## src/rtl/cv32e40p_lce_pkg.sv

```systemverilog
// Shared types for the LCE watchdog-window monitor.
package cv32e40p_lce_pkg;

  typedef enum logic [1:0] {
    DISARMED = 2'd0,
    ARMED    = 2'd1,
    ALARM    = 2'd2,
    LOCKOUT  = 2'd3
  } lce_state_e;

endpackage

```

## src/rtl/cv32e40p_lce_monitor.sv

```systemverilog
// LCE watchdog-window controller: drives the window counter from the retirement
// stream and escalates counter alarms to an IRQ handshake and a sticky lockout.
module cv32e40p_lce_monitor
  import cv32e40p_lce_pkg::*;
#(
  parameter int unsigned ALARM_MAX   = 3,
  parameter int unsigned ALARM_CNT_W = $clog2(ALARM_MAX + 1)
) (
  input  logic                   clk,
  input  logic                   rst_n,
  input  logic                   enable_i,
  input  logic                   instr_ret_i,
  input  logic                   checkpoint_i,
  input  logic                   alarm_i,
  input  logic                   irq_ack_i,
  output logic                   init_o,
  output logic                   decrement_o,
  output logic                   irq_req_o,
  output logic                   lockout_o,
  output logic [ALARM_CNT_W-1:0] alarm_cnt_o,
  output logic [1:0]             state_o
);

  localparam logic [ALARM_CNT_W-1:0] ALARM_MAX_C = ALARM_CNT_W'(ALARM_MAX);
  localparam logic [ALARM_CNT_W-1:0] CNT_ONE_C   = ALARM_CNT_W'(1);

  lce_state_e             state_r;
  lce_state_e             next_state_s;
  logic [ALARM_CNT_W-1:0] alarm_cnt_r;
  logic [ALARM_CNT_W-1:0] alarm_cnt_nxt_s;
  logic                   irq_req_r;
  logic                   lockout_r;
  logic                   init_s;
  logic                   decrement_s;

  // Next-state, alarm count update and window-counter control.
  always_comb begin
    next_state_s    = state_r;
    alarm_cnt_nxt_s = alarm_cnt_r;
    init_s          = 1'b1;
    decrement_s     = 1'b0;
    case (state_r)
      DISARMED: begin
        if (enable_i) begin
          next_state_s = ARMED;
        end else begin
          next_state_s = DISARMED;
        end
      end
      ARMED: begin
        init_s      = instr_ret_i &  checkpoint_i;
        decrement_s = instr_ret_i & ~checkpoint_i;
        // An alarm wins over a simultaneous disarm so it is never lost.
        if (alarm_i) begin
          next_state_s = ALARM;
          if (alarm_cnt_r != ALARM_MAX_C) begin
            alarm_cnt_nxt_s = alarm_cnt_r + CNT_ONE_C;
          end else begin
            alarm_cnt_nxt_s = alarm_cnt_r;
          end
        end else if (!enable_i) begin
          next_state_s = DISARMED;
        end else begin
          next_state_s = ARMED;
        end
      end
      ALARM: begin
        if (irq_ack_i) begin
          if (alarm_cnt_r == ALARM_MAX_C) begin
            next_state_s = LOCKOUT;
          end else if (enable_i) begin
            next_state_s = ARMED;
          end else begin
            next_state_s = DISARMED;
          end
        end else begin
          next_state_s = ALARM;
        end
      end
      LOCKOUT: begin
        next_state_s = LOCKOUT;
      end
      default: begin
        next_state_s = DISARMED;
      end
    endcase
  end

  // State, alarm count and the registered status outputs.
  always_ff @(posedge clk or negedge rst_n) begin
    if (!rst_n) begin
      state_r     <= DISARMED;
      alarm_cnt_r <= '0;
      irq_req_r   <= 1'b0;
      lockout_r   <= 1'b0;
    end else begin
      state_r     <= next_state_s;
      alarm_cnt_r <= alarm_cnt_nxt_s;
      irq_req_r   <= (next_state_s == ALARM);
      lockout_r   <= (next_state_s == LOCKOUT);
    end
  end

  assign init_o      = init_s;
  assign decrement_o = decrement_s;
  assign irq_req_o   = irq_req_r;
  assign lockout_o   = lockout_r;
  assign alarm_cnt_o = alarm_cnt_r;
  assign state_o     = state_r;

endmodule

```

## config.mk

```make
export PLATFORM = sky130hd
export DESIGN_NAME = cv32e40p_lce_monitor
export DESIGN_NICKNAME = d
export VERILOG_FILES = /design/src/rtl/cv32e40p_lce_pkg.sv /design/src/rtl/cv32e40p_lce_monitor.sv
export SDC_FILE = /design/constraint.sdc
export NUM_CORES = 1
export LEC_CHECK = 0
export ABC_AREA = 1
export BUFFER_PORTS_ARGS = -buffer_cell sky130_fd_sc_hd__clkbuf_2
export CAP_MARGIN = 20
export CORE_AREA = 5 5 42 44
export DETAILED_ROUTE_END_ITERATION = 8
export DIE_AREA = 0 0 47 49
export PLACE_DENSITY = 0.51
export SLEW_MARGIN = 20
export SYNTH_ARGS = -nofsm -noshare
export SYNTH_HDL_FRONTEND = slang
export SYNTH_SLANG_ARGS = --single-unit
```

## constraint.sdc

```tcl
create_clock -name clk -period 1.4 [get_ports clk]
set_clock_uncertainty 0.1 [all_clocks]
set_input_delay 0.14 -clock clk [delete_from_list [all_inputs] [get_ports clk]]
set_output_delay 0.14 -clock clk [all_outputs]
set_load 0.01 [all_outputs]
```

==> flow_metrics.tcl <==
set metrics [dict create \
    outcome "complete, no violations" \
    insertion_delay_ps 250 \
    finalHoldViolCount 0 \
    reg2reg_slack_ps 190 \
    grt_use_total_pct 6.65 \
    ff_latch_area_um2 150 \
    syn_inst 41 \
    die_x_um 47 \
    nNetsFinal 69 \
    multi_input_area_um2 115 \
    yosysSeqAreaShare_pct 49.6 \
    setup_viol 0 \
    max_freq_ghz 0.786 \
    syn_avg_cell_area_um2 7.39 \
    ioPinCount 15 \
    grt_pass1_vias 287 \
    drt-total-wl_um 635 \
    cts_buffer_depth 2 \
    numPortBuffers 14 \
    cpPeakStageDelay_ps 400 \
    critPathKind "register to output pin" \
    start_util_pct 21.6 \
    wl_per_cell_um 8.47 \
    drt_first_pass_iters 1 \
    p_leak_nw 0.271 \
    core-area_um2 1400 \
    grt.overflow.total 0 \
    via_per_inst 3.96 \
    diodes 0 \
    antenna_found_initial 0 \
    cts_root_buf "clkbuf_4" \
    path_cells "inv_2, nand3_1, nor2_1, clkbuf_2" \
    period_share_pct 90.9 \
    synth_edf_count 0 \
    hold_buffers 1 \
    power.density_nw_per_um2 1970 \
    cts_tree "yes" \
    cp_data_arrival_time_ps 1030 \
    fill_cells 163 \
    area_delta_synth_final_pct 40.5 \
    r2r-start "alarm_cnt_o[0]" \
    slew_viol_final 0 \
    slowest_stage "dfrtp_1" \
    utilization_pct 30.4 \
    syn_area_um2 303 \
    vias 297 \
    place_congestion 0.680 \
    crit_family "flip-flops" \
    start_kind "register" \
    synth_seq_cells 6 \
    synth.largest_area_cell "dfrtp_1" \
    cts-htree-levels 1 \
    route.antenna.remaining_nets 0 \
    hp-start "alarm_i" \
    synth_top_area_share_pct 49.6 \
    crit_path_start "state_o[1]" \
    crit_buf_inv 2 \
    final_layout_size_suffix_gt1_share_pct 33.9 \
    slew_headroom_pct 89.4 \
    die_h_um 49 \
    yosys.cell_count.top_type "nand2_1" \
    drc 0 \
    cap_violations 0 \
    grt_pass1_wl_um 1080 \
    die_area_um2 2300 \
    clock_sinks 6 \
    min_period_ps 1270 \
    drt-initial-drc-count 0 \
    async_flop_share_pct 100 \
    synth_cell_type_count 9 \
    cts_resized 0 \
    cts_setup_buffers 0 \
    fp-row-count 14 \
    yosys_warnings 0 \
    hp-class "input port to register" \
    critPathCaptureType "output pin" \
    ir_worst_vdd_uv 632 \
    cts_made_buffers 3 \
    syn-num-nets 49 \
    worst_pin_slew_ps 160 \
    clk_pin_slew_ps 50 \
    crit_fanout 4 \
    synthFlopType "dfrtp_1" \
    worstPathRequired_ps 1160 \
    synthTopCellsByArea "dfrtp_1 (50%), nand2_1 (21%), inv_1 (11%)" \
    post-dp-hpwl_um 538 \
    grt_max_degree 7 \
    rsz0062_at_grt "false" \
    setup_tns_ps 0 \
    synthTopCellsByCount "nand2_1 (17), inv_1 (9), dfrtp_1 (6)" \
]
[cell usage in the layout (no fill, tap or decap)]
| master | n |
|---|---|
| clkbuf_2 | 14 |
| nor2_2 | 1 |
| clkbuf_4 | 3 |
| ha_1 | 1 |
| nand2_1 | 17 |
| dfrtp_1 | 6 |
| nor2_1 | 2 |
| inv_1 | 9 |
| nand3_1 | 3 |
| dlygate4sd3_1 | 1 |
| inv_2 | 1 |
| nand3_2 | 1 |
[cell families (layout without fill, tap and decap cells)]
kind of cell / Yosys count / count (layout) / share of synthesized area [%]
AND/OR/NAND/NOR: 24 / 24 / 33.9
buffers and inverters: 10 / 28 / 12.4
flip-flops: 6 / 6 / 49.6
adder cells (fa/ha/maj): 1 / 1 / 4.13
[state kept, by name, indices dropped and copies added (netlist names)]
name,cells
alarm_cnt_o,2
irq_req_o,1
lockout_o,1
state_o,2
[through the flow]
stage / hold WS (ps) / instance area, um2 / std cells / setup WS, ps / power [mW]
after floorplan: -256 / 303 / 41 / 211 / 0.545
after global placement: -126 / 393 / 71 / 198 / 0.687
after detailed placement: -124 / 393 / 71 / 191 / 0.691
after CTS: 82.3 / 425 / 75 / 95.4 / 0.866
after global routing: 97.9 / 425 / 75 / 9.86 / 0.940
final: 88.4 / 425 / 75 / 128 / 0.840
[worst reg2reg max path, cell delays in order, from the launching register on]
cell     delay, ps
dfrtp_1        400
ha_1           230
inv_1           70
nand3_1         60
nand2_1         80
nand2_1         70
nand2_1         60
inv_1           30
[power by group]
group | leakage (nW) | internal, mW | switching, mW | total, mW
Sequential | 0.0761 | 0.249 | 0.0622 | 0.312
Clock | 0.0138 | 0.0970 | 0.0636 | 0.161
Combinational | 0.181 | 0.146 | 0.222 | 0.368
Total | 0.271 | 0.492 | 0.348 | 0.840
[final timing paths]
path | end | cells past startpoint
hold / removal | state_o[1] | 3
setup / recovery | decrement_o | 4
max in group asynchronous | state_o[0] | 2
setup reg to reg | irq_req_o | 7
min in group asynchronous | state_o[1] | 2
hold reg to reg | alarm_cnt_o[1] | 2
[routing by layer]
| metal | GRT usage [%] | up-vias | part of all wire (%) |
|---|---|---|---|
| met5 | 0 | - | 0 |
| li1 | - | 157 | - |
| met1 | 7.59 | 127 | 40 |
| met4 | 6.91 | 0 | 4.6 |
| met3 | 2.21 | 3 | 8.0 |
| met2 | 8.82 | 10 | 47 |
[final cells by class]
type	instances	area share, %
Inverter	10	8.82
Multi-Input combinational cell	25	27.1
Clock buffer	3	5.29
Tap cell	16	4.71
Timing Repair Buffer	15	18.8
Sequential cell	6	35.3
Note: power is estimated with default switching activity, not from simulation.
